--- src/rtl/arith_pkg.sv ---
// Shared operation codes and FSM state encoding for the sequential arithmetic unit.
package arith_pkg;

  localparam logic [1:0] OP_ADD = 2'b00;
  localparam logic [1:0] OP_SUB = 2'b01;
  localparam logic [1:0] OP_MUL = 2'b10;
  localparam logic [1:0] OP_DIV = 2'b11;

  typedef enum logic [1:0] {
    ST_IDLE = 2'b00,
    ST_RUN  = 2'b01,
    ST_DONE = 2'b10
  } state_t;

endpackage

--- src/rtl/iter_muldiv_core.sv ---
// Iterative datapath: shift-add multiply or restoring divide, one step per enabled cycle.
// lo/hi present the register contents after this cycle's step, so the final step can be captured directly.
module iter_muldiv_core #(
  parameter int WIDTH = 8
) (
  input  logic             clock,
  input  logic             reset,
  input  logic             start,
  input  logic             op_is_div,
  input  logic [WIDTH-1:0] a,
  input  logic [WIDTH-1:0] b,
  input  logic             step_en,
  output logic             done,
  output logic [WIDTH-1:0] lo,
  output logic [WIDTH-1:0] hi
);

  localparam int CW = (WIDTH > 2) ? $clog2(WIDTH) : 1;

  logic [2*WIDTH-1:0] acc_q, acc_d;
  logic [WIDTH-1:0]   b_q, b_d;
  logic               div_q, div_d;
  logic [CW-1:0]      cnt_q, cnt_d;

  logic [WIDTH:0]     mul_sum;
  logic [2*WIDTH-1:0] mul_next;
  logic [WIDTH:0]     div_shift;
  logic [WIDTH-1:0]   div_trial;
  logic               div_ge;
  logic [2*WIDTH-1:0] div_next;
  logic [2*WIDTH-1:0] step_acc;

  always_comb begin
    // multiply: {carry, partial product, remaining multiplier bits} shifted right each step
    mul_sum  = {1'b0, acc_q[2*WIDTH-1:WIDTH]};
    if (acc_q[0]) mul_sum = mul_sum + {1'b0, b_q};
    mul_next = {mul_sum, acc_q[WIDTH-1:1]};

    // divide: remainder in the high half, quotient bits shift in at the bottom
    div_shift = {acc_q[2*WIDTH-1:WIDTH], acc_q[WIDTH-1]};
    div_ge    = (div_shift >= {1'b0, b_q});
    div_trial = div_shift[WIDTH-1:0] - b_q;
    div_next  = {(div_ge ? div_trial : div_shift[WIDTH-1:0]), acc_q[WIDTH-2:0], div_ge};

    step_acc = div_q ? div_next : mul_next;
  end

  always_comb begin
    acc_d = acc_q;
    b_d   = b_q;
    div_d = div_q;
    cnt_d = cnt_q;
    if (start) begin
      acc_d = {{WIDTH{1'b0}}, a};
      b_d   = b;
      div_d = op_is_div;
      cnt_d = CW'(WIDTH - 1);
    end else if (step_en) begin
      acc_d = step_acc;
      if (cnt_q != '0) cnt_d = cnt_q - 1'b1;
    end
  end

  always_ff @(posedge clock) begin
    if (reset) begin
      acc_q <= '0;
      b_q   <= '0;
      div_q <= 1'b0;
      cnt_q <= '0;
    end else begin
      acc_q <= acc_d;
      b_q   <= b_d;
      div_q <= div_d;
      cnt_q <= cnt_d;
    end
  end

  assign done = (cnt_q == '0);
  assign lo   = step_acc[WIDTH-1:0];
  assign hi   = step_acc[2*WIDTH-1:WIDTH];

endmodule

--- src/rtl/seq_arith_unit.sv ---
// Multi-cycle add/sub/mul/div unit with ready/valid input and single-cycle result strobe.
// state   | meaning
// IDLE    | o_ready=1, waiting for a request
// RUN     | iterative mul/div in progress, one step per cycle
// DONE    | results registered, o_valid=1 for this cycle
module seq_arith_unit
  import arith_pkg::*;
#(
  parameter int WIDTH = 8
) (
  input  logic             clock,
  input  logic             reset,
  input  logic             i_valid,
  output logic             o_ready,
  input  logic [1:0]       i_op,
  input  logic [WIDTH-1:0] i_value_a,
  input  logic [WIDTH-1:0] i_value_b,
  output logic             o_valid,
  output logic [WIDTH-1:0] o_result,
  output logic [WIDTH-1:0] o_result_hi,
  output logic             o_carry,
  output logic             o_div_by_zero
);

  state_t           state_q, state_d;
  logic [WIDTH-1:0] result_q, result_d;
  logic [WIDTH-1:0] result_hi_q, result_hi_d;
  logic             carry_q, carry_d;
  logic             dbz_q, dbz_d;

  logic             accept;
  logic             core_start;
  logic             core_step;
  logic             core_done;
  logic [WIDTH-1:0] core_lo, core_hi;
  logic [WIDTH:0]   add_sum;

  assign accept  = i_valid && (state_q == ST_IDLE);
  assign add_sum = {1'b0, i_value_a} + {1'b0, i_value_b};

  iter_muldiv_core #(.WIDTH(WIDTH)) u_core (
    .clock     (clock),
    .reset     (reset),
    .start     (core_start),
    .op_is_div (i_op == OP_DIV),
    .a         (i_value_a),
    .b         (i_value_b),
    .step_en   (core_step),
    .done      (core_done),
    .lo        (core_lo),
    .hi        (core_hi)
  );

  always_comb begin
    state_d     = state_q;
    result_d    = result_q;
    result_hi_d = result_hi_q;
    carry_d     = carry_q;
    dbz_d       = dbz_q;
    core_start  = 1'b0;
    core_step   = 1'b0;
    unique case (state_q)
      ST_IDLE: begin
        if (accept) begin
          state_d     = ST_DONE;
          result_hi_d = '0;
          carry_d     = 1'b0;
          dbz_d       = 1'b0;
          unique case (i_op)
            OP_ADD: begin
              result_d = add_sum[WIDTH-1:0];
              carry_d  = add_sum[WIDTH];
            end
            OP_SUB: begin
              result_d = i_value_a - i_value_b;
              carry_d  = (i_value_a < i_value_b);
            end
            default: begin
              if (i_op == OP_DIV && i_value_b == '0) begin
                result_d    = '1;
                result_hi_d = i_value_a;
                dbz_d       = 1'b1;
              end else begin
                // results stay untouched until the iteration completes
                result_hi_d = result_hi_q;
                carry_d     = carry_q;
                dbz_d       = dbz_q;
                core_start  = 1'b1;
                state_d     = ST_RUN;
              end
            end
          endcase
        end
      end
      ST_RUN: begin
        core_step = 1'b1;
        if (core_done) begin
          result_d    = core_lo;
          result_hi_d = core_hi;
          carry_d     = 1'b0;
          dbz_d       = 1'b0;
          state_d     = ST_DONE;
        end
      end
      ST_DONE: state_d = ST_IDLE;
      default: state_d = ST_IDLE;
    endcase
  end

  always_ff @(posedge clock) begin
    if (reset) begin
      state_q     <= ST_IDLE;
      result_q    <= '0;
      result_hi_q <= '0;
      carry_q     <= 1'b0;
      dbz_q       <= 1'b0;
    end else begin
      state_q     <= state_d;
      result_q    <= result_d;
      result_hi_q <= result_hi_d;
      carry_q     <= carry_d;
      dbz_q       <= dbz_d;
    end
  end

  assign o_ready       = (state_q == ST_IDLE);
  assign o_valid       = (state_q == ST_DONE);
  assign o_result      = result_q;
  assign o_result_hi   = result_hi_q;
  assign o_carry       = carry_q;
  assign o_div_by_zero = dbz_q;

endmodule
--- config.mk ---
export PLATFORM = sky130hd
export DESIGN_NAME = seq_arith_unit
export DESIGN_NICKNAME = d
export VERILOG_FILES = /design/src/rtl/arith_pkg.sv /design/src/rtl/iter_muldiv_core.sv /design/src/rtl/seq_arith_unit.sv
export SDC_FILE = /design/constraint.sdc
export NUM_CORES = 1
export LEC_CHECK = 0
export ABC_AREA = 0
export CAP_MARGIN = 10
export CORE_MARGIN = 2
export CORE_UTILIZATION = 35
export DETAILED_ROUTE_END_ITERATION = 12
export HOLD_SLACK_MARGIN = 0.1
export REMOVE_ABC_BUFFERS = 1
export SLEW_MARGIN = 20
export SYNTH_ARGS = -nofsm -noshare
export SYNTH_HDL_FRONTEND = slang
export SYNTH_SLANG_ARGS = --single-unit
--- constraint.sdc ---
create_clock -name clock -period 2.4 [get_ports clock]
set_clock_uncertainty 0.15 [all_clocks]
set_input_delay 0.48 -clock clock [delete_from_list [all_inputs] [get_ports clock]]
set_output_delay 0.48 -clock clock [all_outputs]
set_load 0.01 [all_outputs]
## Word level (Yosys, flattened, before mapping)

Index checks and enable logic that the tools add are counted.

| operators by class | value |
|---|---|
| reductions and logical operators | 16 |
| order comparisons | 2 |
| $add $sub $neg | 5 |
| multiplexer cells | 37 |
| equal/unequal tests | 8 |

Operators by type and width:

| kind | number |
|---|---|
| 8-bit 2-to-1 mux | 10 |
| 8-bit case mux with 2 select lines | 3 |
| 8-bit by 8-bit adder with 9-bit output | 2 |
| 16-bit 2-to-1 mux | 1 |
| 8-bit subtractor | 2 |
| 1-bit 2-to-1 mux | 11 |
| 9-bit by 8-bit greater-or-equal comparator with 1-bit output | 1 |
| 3-bit 2-to-1 mux | 3 |
| 9-bit 2-to-1 mux | 1 |
| 8-bit logical NOT | 1 |
| 8-bit < comparator | 1 |
| 2-bit 2-to-1 mux | 4 |
| 4-bit AND reduction | 2 |
| 1-bit case mux with 2 select lines | 3 |
| 2-bit nonzero test | 3 |
| 2-bit by 1-bit == test with 1-bit output (second input constant) | 2 |
| 2-bit == test (second input constant) | 2 |
| 2-bit logical NOT | 2 |
| 4-bit by 1-bit != test with 1-bit output (second input constant) | 1 |
| 2-bit case mux with 2 select lines | 1 |
| 2-bit AND reduction | 2 |
| 2-bit OR reduction | 2 |
| 3-bit logical NOT | 1 |
| 3-bit by 2-bit != test with 1-bit output (second input constant) | 1 |
| 5 further kinds | 6 |

| storage, ports and cells | value |
|---|---|
| bits in registers | 48 |
| logic and storage cells | 78 |
| output and inout port bits | 20 |

## Depth between registers and ports, before layout

Gate-level depths: netlist of run 1.

| logic depth | value |
|---|---|
| depth in word-level cells | 8 |
| gate-level depth with buffers | 10 |
| depth with buffers taken out | 10 |

## Modules after synthesis

A second synthesis of run 1 with hierarchy kept.

| unflattened totals | value |
|---|---|
| cells, all modules | 467 |
| area, all modules | 3876.2 sq um |

By module, submodules not included:

| module | area each (sq um) | sequential area each (sq um) | cells an instance | instances |
|---|---|---|---|---|
| iter_muldiv_core | 2214.6 | 560.5 | 269 | 1 |
| seq_arith_unit | 1661.6 | 400.4 | 198 | 1 |

## Least setup slack after synthesis of run 1

No wires, ideal clock.

| path | value |
|---|---|
| path type | input to register |
| start | in i_value_a[0] |
| end | reg carry_q, in the netlist o_carry |
| data required time | 2.180 ns |
| path buffers | 0 |
| arrival time | 2.192 ns |
| library setup time | 0.070 ns |
| slack | -0.012 ns |
| stages on the path | 10 |
| path through | inv_1 ha_1 inv_1 fa_1 a21o_1 a31o_1 a21o_1 a2111oi_4 o21ai_1 a21oi_1 |

| between the ends | value |
|---|---|
| longest elaborated chain between the ends | 4 |

RTL lines:

| what | line | source |
|---|---|---|
| start, declared | seq_arith_unit.sv:16 | `input logic [WIDTH-1:0] i_value_a,` |
| 8-bit by 8-bit adder with 9-bit output or 8-bit < comparator (tied branches) | seq_arith_unit.sv:39, seq_arith_unit.sv:76 |  |
| 1-bit case mux with 2 select lines (*) | seq_arith_unit.sv:69 | `unique case (i_op)` |
| 1-bit 2-to-1 mux (*) | seq_arith_unit.sv:64 | `if (accept) begin` |
| 1-bit case mux with 2 select lines (*) | seq_arith_unit.sv:62 | `unique case (state_q)` |
| end signal, assigned | seq_arith_unit.sv:121 | `carry_q <= carry_d;` |
| end, declared | seq_arith_unit.sv:28 | `logic carry_q, carry_d;` |

Mark *: on every way between the ends. The rest lies on a longest branch, timed or not. The select of a mux whose other input is x is not followed.
A chain may end at the register's enable or synchronous reset.

## Worst setup path after layout of run 1

| path | value |
|---|---|
| start | reg u_core.acc_q[7] |
| end | reg u_core.acc_q[14] |

| between the ends | value |
|---|---|
| longest elaborated chain between the ends | 3 |

RTL lines:

| what | line | source |
|---|---|---|
| start, declared | iter_muldiv_core.sv:20 | `logic [2*WIDTH-1:0] acc_q, acc_d;` |
| start signal, assigned | iter_muldiv_core.sv:66 | `acc_q <= '0;` |
| start signal, assigned | iter_muldiv_core.sv:71 | `acc_q <= acc_d;` |
| 8-bit subtractor or 9-bit by 8-bit greater-or-equal comparator with 1-bit output (tied branches) | iter_muldiv_core.sv:42, iter_muldiv_core.sv:41 |  |
| 8-bit 2-to-1 mux (*) | iter_muldiv_core.sv:43 | `div_next = {(div_ge ? div_trial : div_shift[WIDTH-1:0]), acc_q[WIDTH-2:0], div_ge};` |
| 16-bit 2-to-1 mux (*) | iter_muldiv_core.sv:45 | `step_acc = div_q ? div_next : mul_next;` |

Mark *: on every way between the ends. The rest lies on a longest branch, timed or not.

==> out/results.tsv, run 1 <==
stage	metric	value	unit
status	outcome	finished with violations	
status	violations	negative setup slack	
detailed_routing	dr.pass1.iters	4	
clock_tree	insertion_delay	0.31	ns
timing	final-hold-violation-count	0	
power	power_density	445	nW/um2
power	p_leak	0.00220	uW
place	hpwl	9250	um
floorplanning	dieArea	11600	um2
flow_run	max_cap_violations	0	
layout	multiInputGateArea	2800	um2
place	postPlaceCellArea	4810	um2
detailed_routing	viasPerCell	5.36	
layout	antenna_cells	0	
worst_setup_path	critPathKind	flip-flop to flip-flop	
timing	rsz0062_at_grt	true	
detailed_routing	routed_wl	11900	um
timing	timing.max_slew.rel_slack	72.7	%
yosys	syn_area	3770	um2
timing	maxSlewViolCount	0	
clock_tree	ctsHoldBuffers	0	
place	io_buffers	40	
grt	grt_max_degree	31	
yosys	yosysTopAreaCell	dfxtp_1	
yosys	yosysSeqAreaShare	25.5	%
yosys	yosysMostFrequentCell	nand2_1	
floorplanning	die_w	108	um
layout	seq_area	967	um2
timing	setup-violations-final	2	
worst_setup_path	cpPeakStageDelay	0.37	ns
grt	overflow	0	
layout	area_delta_synth_final	36.2	%
clock_tree	cts.clk_slew.worst_paths	0.09	ns
yosys	yosys-top-cells-count	nand2_1 (65), a21oi_1 (58), dfxtp_1 (48)	
timing	fin_crit	2.42	ns
clock_tree	cts.path.max_buffers	2	
timing	setup_tns	-0.0382	ns
detailed_routing	wire_per_inst	16.5	um
grt	grt_pass1_wl	19700	um
clock_tree	clkSinkCount	48	
grt	antenna_found_initial	0	
timing	setup_ws	-0.0220	ns
place	place_congestion	0.881	
yosys	synth_edf_count	0	
layout	fill_cells	989	
layout	drive_gt1_share	24.3	%
worst_setup_path	cpMaxStageDelayCell	fa_2	
clock_tree	tritoncts	yes	
worst_setup_path	crit_family	compound AO/OA/AOI/OAI gates	
yosys	ys_types	64	
yosys	yosys_register_bits	48	
clock_tree	cts_buffers	5	
detailed_routing	drt_iter0_markers	156	
grt	gr-usage-all-layers	21.3	%
clock_tree	cts_htree_levels	2	
floorplanning	start_util	36.2	%
yosys	synthFlopType	dfxtp_1	
layout	stdcell_area	5140	um2
worst_setup_path	cp.arrival	2.46	ns
timing	max_freq	413	MHz
yosys	ys_warn_count	0	
layout	nets	643	
timing	tightestPinTransition	0.408	ns
worst_setup_path	path_cells	inv_2 -> ha_4 -> fa_2 -> nor2b_2 -> o31a_1 -> mux2i_1 -> a311oi_2 -> o31ai_1 -> buf_4 -> a21oi_1	
floorplanning	core	10400	um2
power	vdd_drop_max	0.000216	V
worst_setup_path	crit_buf_inv	2	
worst_setup_path	crit_path_end_kind	flip-flop	
worst_setup_path	crit_required	2.44	ns
clock_tree	ctsRootBufferMaster	clkbuf_8	
floorplanning	io_pins	41	
yosys	synth_async_sr_flop_share	0	%
timing	fin_crit_sh	101	%
worst_setup_path	worst-path-max-fanout	2	
grt	grt_pass1_vias	4004	
yosys	syn_area_per_cell	7.78	um2
detailed_routing	vias	3865	
worst_setup_path	cp-start-kind	flip-flop	
detailed_routing	final_antenna_net_count	0	
detailed_routing	drcViolationCount	0	
yosys	synthCells	485	
yosys	netlist.area_leader.share	25.5	%
yosys	ys_top_cells_by_area	dfxtp_1 (25%), ha_1 (11%), a21oi_1 (7.7%), nand2_1 (6.5%), mux2i_1 (3.7%)	
floorplanning	row_count	37	
floorplanning	die_h	108	um
hold_path	hold_class	flip-flop to flip-flop	
==> tightest hold or removal path, cell delays in order (launching register included) <==
cell     delay [ns]
dfxtp_1        0.32
nand2_1        0.06
a21oi_1        0.05
==> report_power, final <==
| part | switching [uW] | internal (uW) |
|---|---|---|
| Sequential | 46.2 | 854 |
| Clock | 280 | 230 |
| Combinational | 452 | 425 |
| Total | 778 | 1510 |
==> placed cells by master (no fill, tap or decap), types with 4 or more instances in the layout <==
cell type	netlist	final
buf_4	1	73
a21o_1	9	8
mux2_2	6	6
nor2b_1	12	10
xnor2_1	8	8
o211ai_1	9	9
a31oi_1	11	11
ha_1	34	26
o21ai_0	21	20
fa_2	0	4
dlymetal6s2s_1	0	6
nor2_1	32	32
a21oi_1	58	56
mux2i_1	14	14
o21a_1	5	5
inv_1	31	27
clkbuf_8	0	6
ha_4	0	7
dfxtp_1	48	43
inv_2	0	4
nor3_1	11	11
nand2_1	65	65
nand2b_1	6	6
nand3_1	12	12
clkdlybuf4s50_1	0	28
dfxtp_2	0	5
a211oi_1	6	4
==> registers in the layout, indices dropped and copies added, names as in the netlist <==
signal / cells
state_q: 2
u_core.acc_q: 16
o_carry: 1
o_result: 8
o_div_by_zero: 1
o_result_hi: 8
u_core.b_q: 8
u_core.cnt_q: 3
u_core.div_q: 1
==> cells by family after synthesis <==
logic type	count (synthesis)	share of synthesized area [%]
mux	20	5.51
simple gates	154	18.9
fa+ha+maj	38	13.4
compound gates	159	28.0
xor+xnor	11	2.55
buf+inv	55	6.14
flops	48	25.5
==> metal layers <==
metal / vias up / share of wire, % / global-route usage, % / wire length (um)
met1: 1843 / 44 / 25.6 / 5240
met3: 11 / 3.5 / 3.15 / 418
met5: - / 0 / 0 / 0
met2: 72 / 51 / 38.9 / 6100
li1: 1939 / - / - / -
met4: 0 / 1.2 / 6.14 / 146
==> per-stage QoR <==
stage | hold slack, ns | worst slack, ns | instances | total power [uW] | utilization, %
after global routing | 0.336 | -0.104 | 721 | 2420 | 49.3
after CTS | 0.325 | 0.00654 | 719 | 2260 | 47.8
final | 0.322 | -0.0220 | 721 | 2290 | 49.3
after floorplan | 0.298 | -0.0174 | 461 | 1340 | -
after detailed placement | 0.312 | -0.630 | 711 | 1730 | 46.2
after global placement | 0.294 | -0.601 | 711 | 1720 | 46.2
==> final cells by class <==
type	count	area share (%)
multi-input combinational	382	54.4
timing repair buffer	116	19.4
sequential	48	18.8
tap	136	3.31
inverter	31	2.26
clock buffer	6	1.61
clock inverter	2	0.195
==> worst paths after layout <==
path	startpoint	end	slack [ns]	cells past startpoint
setup / recovery	u_core.acc_q[7]	u_core.acc_q[14]	-0.02	10
hold / removal	o_result[3]	o_result[3]	0.32	2
setup reg to reg	u_core.acc_q[7]	u_core.acc_q[14]	-0.02	10
hold reg to reg	o_result[3]	o_result[3]	0.32	2
==> repair_timing <==
item                       4_1_cts  5_1_grt
setup endpoints to repair       24       26
gates resized for setup         26       41
setup buffers                    0        2
cloned                           0        0
pin swaps                       14       15
Power figures use the tool's default switching activity.
==> run 2, diff against run 1 <==
--- a/config.mk
+++ b/config.mk
@@ -5,12 +5,14 @@
 export SDC_FILE = /design/constraint.sdc
 export NUM_CORES = 1
 export LEC_CHECK = 0
-export ABC_AREA = 0
+export ABC_AREA = 1
 export CAP_MARGIN = 10
 export CORE_MARGIN = 2
-export CORE_UTILIZATION = 35
+export CORE_UTILIZATION = 52
 export DETAILED_ROUTE_END_ITERATION = 12
+export GPL_ROUTABILITY_DRIVEN = 0
 export HOLD_SLACK_MARGIN = 0.1
+export PLACE_DENSITY = 0.77
 export REMOVE_ABC_BUFFERS = 1
 export SLEW_MARGIN = 20
 export SYNTH_ARGS = -nofsm -noshare
==> run 2 against run 1 <==
  * The run now ends clean
  * Setup slack gained 0.065 ns
  * Worst hold slack lost 0.0028 ns
  * Clock power grew 35%
  * Critical path type is now input pin to flip-flop
  * Largest power group is now combinational cells
==> out/results.tsv, run 2 <==
stage	metric	value	unit
yosys	yosysSeqAreaShare	24.8	%
worst_setup_path	r2r_start	u_core.b_q[5]	
worst_setup_path	cp-start-kind	input pin	
detailed_routing	drcViolationCount	0	
place	hpwl	8880	um
grt	overflow	0	
hold_path	holdPathStages	2	
worst_setup_path	worst-path-max-fanout	3	
grt	grt_pass1_wl	19400	um
yosys	ys_warn_count	0	
detailed_routing	viasPerCell	5.57	
floorplanning	io_pins	41	
layout	nets	722	
worst_setup_path	cp.arrival	2.41	ns
layout	final_util	66.6	%
power	power.switching	873	uW
timing	max_freq	424	MHz
clock_tree	tritoncts	yes	
yosys	yosys-top-cells-count	nand2_1 (133), a21oi_1 (77), inv_1 (67)	
timing	fin_crit_sh	98.2	%
grt	grt_max_degree	29	
flow_run	max_cap_violations	0	
worst_setup_path	critPathKind	input pin to flip-flop	
worst_setup_path	crit_path_end_kind	flip-flop	
clock_tree	cts_buffers	5	
worst_setup_path	crit_required	2.45	ns
place	io_buffers	40	
yosys	netlist.area_leader.share	24.8	%
grt	antenna_found_initial	0	
detailed_routing	drt_iter0_markers	349	
place	place_ws	-0.235	ns
layout	largest_reg_flops	16	
floorplanning	dieArea	8170	um2
power	intPower	1660	uW
yosys	yosysTopAreaCell	dfxtp_1	
clock_tree	cts.path.max_buffers	2	
timing	whs	0.319	ns
worst_setup_path	r2r_slack	0.15	ns
detailed_routing	vias	4242	
hold_path	hold_class	flip-flop to flip-flop	
yosys	synthCells	587	
floorplanning	start_util	53.5	%
yosys	synth_edf_count	0	
timing	setup-violations-final	0	
power	vdd_drop_max	0.000322	V
worst_setup_path	worst_r2r_path_depth	12	
clock_tree	insertion_delay	0.31	ns
clock_tree	clkSinkCount	48	
floorplanning	core	7250	um2
layout	drive_gt1_share	13.7	%
layout	most-common-layout-cells	nand2_1 (133), a21oi_1 (75), inv_1 (67), buf_4 (50), dfxtp_1 (47)	
clock_tree	cts_htree_levels	2	
layout	antenna_cells	0	
clock_tree	post_cts_buffers	0	
status	outcome	finished clean	
timing	setup_ws	0.0428	ns
timing	final-hold-violation-count	0	
detailed_routing	routed_wl	11500	um
yosys	synth_async_sr_flop_share	0	%
yosys	syn_area_per_cell	6.61	um2
floorplanning	row_count	31	
place	dp_cells	755	
power	power_density	526	nW/um2
yosys	yosysMostFrequentCell	nand2_1	
timing	timing.max_slew.rel_slack	64.4	%
layout	finalNonFillerCells	762	
worst_setup_path	r2r_end	u_core.acc_q[9]	
clock_tree	ctsRootBufferMaster	clkbuf_8	
grt	grt_pass1_vias	4195	
layout	regMostFlops	u_core.acc_q	
detailed_routing	final_antenna_net_count	0	
hold_path	holdCritStartpoint	u_core.cnt_q[0]	
yosys	ys_top_cells_by_area	dfxtp_1 (25%), nand2_1 (13%), ha_1 (11%), a21oi_1 (9.9%), inv_1 (6.5%)	
power	clock_power_share	27.1	%
yosys	synthFlopType	dfxtp_1	
layout	stdcell_area	4830	um2
timing	fin_crit	2.36	ns
grt	gr-usage-all-layers	28.6	%
hold_path	hold-path-endpoint	u_core.cnt_q[0]	
detailed_routing	wire_per_inst	15.1	um
yosys	ys_types	39	
floorplanning	die_w	90.4	um
layout	area_delta_synth_final	24.4	%
power	seqPwrFrac	35.6	%
yosys	syn_area	3880	um2
timing	maxSlewViolCount	0	
clock_tree	cts.clk_slew.worst_paths	0.09	ns
power	p_leak	0.00227	uW
timing	tightestPinTransition	0.532	ns
power	switching_share	34.4	%
layout	final_common_cell	nand2_1	
place	postPlaceCellArea	4670	um2
power	pwr-share-comb	37.3	%
yosys	yosys_register_bits	48	
floorplanning	die_h	90.4	um
detailed_routing	dr.pass1.iters	8	
run 2: cell count changes after synthesis, sizes merged, moves of 9 or more:
| cell | before | now |
|---|---|---|
| a21oi | 59 | 78 |
| inv | 31 | 72 |
| mux2i | 14 | 0 |
| nand2 | 65 | 146 |
| nand3 | 13 | 48 |
| nand4 | 2 | 12 |
| nor2 | 33 | 42 |
| nor2b | 12 | 0 |
| o21ai | 24 | 40 |
run 2: cell type report:
| type | instances | area, um2 |
|---|---|---|
| Clock buffer | 5 | 68.8 |
| Clock inverter | 2 | 60.1 |
| Fill cell | 647 | 2430 |
| Inverter | 74 | 278 |
| Multi-Input combinational cell | 442 | 2520 |
| Sequential cell | 48 | 962 |
| Tap cell | 99 | 124 |
| Timing Repair Buffer | 92 | 816 |
run 2: kinds of logic (layout without fill, tap and decap cells):
kind of cell    Yosys count  after routing  share of synthesized area (%)
fa+ha+maj                38             38                           13.0
compound gates          138            138                           19.4
buf+inv                  97            173                           10.9
flops                    48             48                           24.8
simple gates            254            254                           29.2
xor+xnor                 12             12                           2.71
run 2: worst max-delay path by stage:
stage / from / endpoint / slack (ns) / cells past startpoint
after floorplan: state_q[0] / o_result[5] / 0.03 / 9
after global placement: i_value_b[0] / o_result[6] / -0.15 / 11
after detailed placement: i_value_a[0] / o_result[6] / -0.24 / 10
after CTS: i_value_a[0] / o_result[6] / 0.09 / 10
after global routing: i_value_a[0] / o_carry / -0.01 / 11
final: i_value_a[0] / o_result[6] / 0.04 / 10
run 2: layer usage:
metal / vias up / global-route usage, % / wire (um)
met5: - / 0 / 0
met4: 0 / 9.49 / 323
met3: 31 / 3.51 / 672
met2: 175 / 52.9 / 5780
met1: 1942 / 34.1 / 4710
li1: 2094 / - / -
run 2: timing repair:
| item | in CTS | in global routing |
|---|---|---|
| hold buffers | 0 | 0 |
| gates resized for setup | 0 | 6 |
| endpoints found under the setup margin | 0 | 17 |
| hold endpoints to repair | 0 | 0 |
run 2: power by group through the flow:
| stage | logic [uW] | registers (uW) | clock network (uW) |
|---|---|---|---|
| after floorplan | 538 | 930 | 0 |
| after global placement | 898 | 918 | 0 |
| after detailed placement | 920 | 920 | 0 |
| after CTS | 928 | 902 | 690 |
| after global routing | 1050 | 912 | 720 |
| final | 946 | 903 | 688 |
run 2: through the flow:
step / setup TNS [ns] / total power, uW
finish: 0 / 2540
global route: -0.00999 / 2680
CTS: 0 / 2520
detailed placement: -1.15 / 1840
global placement: -0.659 / 1820
floorplan: 0 / 1470
run 2: critical path: stages:
cell,delay (ns)
clkdlybuf4s50_1,0.46
ha_1,0.27
fa_1,0.42
nand3_1,0.10
nand2_1,0.14
a21oi_2,0.18
xor2_1,0.16
nand2_1,0.06
nand3_1,0.07
a21oi_1,0.06
==> run 3, diff against run 2 <==
--- a/config.mk
+++ b/config.mk
@@ -13,7 +13,6 @@
 export GPL_ROUTABILITY_DRIVEN = 0
 export HOLD_SLACK_MARGIN = 0.1
 export PLACE_DENSITY = 0.77
-export REMOVE_ABC_BUFFERS = 1
 export SLEW_MARGIN = 20
 export SYNTH_ARGS = -nofsm -noshare
 export SYNTH_HDL_FRONTEND = slang
==> run 3 against run 2 <==
  * Total power fell by 7.1%
  * Critical path depth grew 1
  * Routed wire length shrank 0.36%
  * First-iteration DRC count decreased by 4.0%
  * Design area down 1.1%
  * Maximum frequency up 2.3%
  * Combinational power about the same
  * Die area unchanged
  * Non-clock buffer count did not move
  * Register-to-register slack is essentially flat
  * Final cell count up 0.13%
==> out/results.tsv, run 3 (synthesis gave the netlist of run 2 again) <==
stage	metric	value	unit
status	outcome	finished clean	
timing	timing.max_slew.rel_slack	67.8	%
floorplanning	die_h	90.4	um
detailed_routing	routed_wl	11400	um
layout	fill_cells	655	
clock_tree	cts.clk_slew.worst_paths	0.09	ns
grt	grt_max_degree	29	
timing	whs	0.321	ns
floorplanning	row_count	31	
grt	grt_pass1_vias	4093	
layout	finalNonFillerCells	763	
floorplanning	start_util	53.5	%
clock_tree	ctsHoldBuffers	0	
layout	final_common_cell	nand2_1	
timing	fin_crit	2.31	ns
timing	setup-violations-final	0	
timing	fin_crit_sh	96.0	%
floorplanning	io_pins	41	
power	p_leak	0.00226	uW
detailed_routing	viasPerCell	5.54	
layout	antenna_cells	0	
place	place_ws	-0.207	ns
timing	max_freq	434	MHz
detailed_routing	vias	4226	
place	dp_cells	754	
layout	most-common-layout-cells	nand2_1 (133), a21oi_1 (75), inv_1 (67), buf_4 (51), dfxtp_1 (47)	
worst_setup_path	r2r_slack	0.15	ns
timing	setup_ws	0.0949	ns
power	vdd_drop_max	0.000353	V
layout	regMostFlops	u_core.acc_q	
layout	area_delta_synth_final	23.1	%
floorplanning	dieArea	8170	um2
worst_setup_path	cp.arrival	2.34	ns
layout	multiInputGateArea	2510	um2
yosys	synthesis.nets	646	
worst_setup_path	critPathKind	input pin to flip-flop	
place	hpwl	9030	um
timing	maxSlewViolCount	0	
layout	largest_reg_flops	16	
clock_tree	cts_htree_levels	2	
clock_tree	ctsRootBufferMaster	clkbuf_8	
hold_path	holdPathStages	2	
grt	gr-usage-all-layers	28.4	%
worst_setup_path	endpoint	o_carry	
grt	antenna_found_initial	0	
layout	drive_gt1_share	13.9	%
worst_setup_path	cp-start-kind	input pin	
clock_tree	cts.path.max_buffers	2	
place	io_buffers	40	
worst_setup_path	worst_r2r_path_depth	13	
grt	overflow	0	
detailed_routing	wire_per_inst	15.0	um
floorplanning	core	7250	um2
clock_tree	cts_buffers	5	
worst_setup_path	crit_path_end_kind	flip-flop	
grt	grt_pass1_wl	19100	um
detailed_routing	drt_iter0_markers	335	
worst_setup_path	r2r_start	u_core.b_q[5]	
power	power_density	494	nW/um2
layout	stdcell_area	4770	um2
hold_path	hold_class	flip-flop to flip-flop	
layout	seq_area	962	um2
worst_setup_path	r2r_end	o_result_hi[4]	
layout	final_util	65.8	%
layout	nets	722	
place	postPlaceCellArea	4650	um2
clock_tree	clkSinkCount	48	
detailed_routing	drcViolationCount	0	
flow_run	max_cap_violations	0	
clock_tree	tritoncts	yes	
floorplanning	die_w	90.4	um
detailed_routing	dr.pass1.iters	5	
timing	tightestPinTransition	0.482	ns
worst_setup_path	worst-path-max-fanout	3	
detailed_routing	final_antenna_net_count	0	
worst_setup_path	crit_required	2.44	ns
clock_tree	insertion_delay	0.30	ns
timing	final-hold-violation-count	0	
worst_setup_path	critical_path.startpoint	i_value_a[0]	
run 3: cell types whose count changed in the layout (fill, tap and decap cells not counted), sizes merged:
cell,previous run,this run
bufinv,2,0
clkbuf,5,7
clkdlybuf4s50,40,39
clkinvlp,0,1
dlymetal6s2s,0,1
run 3: how the worst min path moves through the flow:
stage	slack, ns	start	endpoint
2_1_floorplan	0.29	u_core.cnt_q[0]	u_core.cnt_q[0]
3_3_place_gp	0.30	u_core.cnt_q[0]	u_core.cnt_q[0]
3_5_place_dp	0.31	o_div_by_zero	o_div_by_zero
4_1_cts	0.32	o_div_by_zero	o_div_by_zero
5_1_grt	0.34	o_div_by_zero	o_div_by_zero
6_report	0.32	o_carry	o_carry
run 3: stage by stage:
stage               power (uW)  TNS (ns)
CTS                       2340         0
global route              2500  -0.00715
finish                    2360         0
floorplan                 1530         0
detailed placement        1830     -1.81
global placement          1810     -1.04
run 3: area by class of cell:
class / count / share of cell area, %
clock buffer: 7 / 1.81
clock inverter: 1 / 0.157
inverter: 74 / 5.82
multi-input combinational: 442 / 52.6
sequential: 48 / 20.2
tap: 99 / 2.59
timing repair buffer: 92 / 16.9
run 3: routing by layer:
metal | GRT usage, % | wire [um]
met3 | 3.26 | 537
met4 | 13.1 | 504
met5 | 0 | 0
met2 | 49.6 | 5510
met1 | 35.0 | 4890
run 3: repair_timing:
action / CTS / global route
gates resized for setup: 0 / 8
setup endpoints to repair: 0 / 7
hold endpoints to repair: 0 / 0
buffers inserted: 0 / 1
run 3: where the power goes:
| part | total, uW | internal (uW) | switching (uW) |
|---|---|---|---|
| registers | 907 | 860 | 47.0 |
| logic | 944 | 393 | 552 |
| clock network | 506 | 235 | 271 |
| total | 2360 | 1490 | 870 |
run 3: worst max-delay path, stage by stage:
cell and delay [ns]:
clkdlybuf4s50_1 0.46, ha_1 0.25, fa_1 0.41, nand3_1 0.11, nand2_1 0.10, nand4_1 0.09
nand3_1 0.09, nand2_1 0.09, o21ai_0 0.12, nand2_1 0.08, a21oi_1 0.05
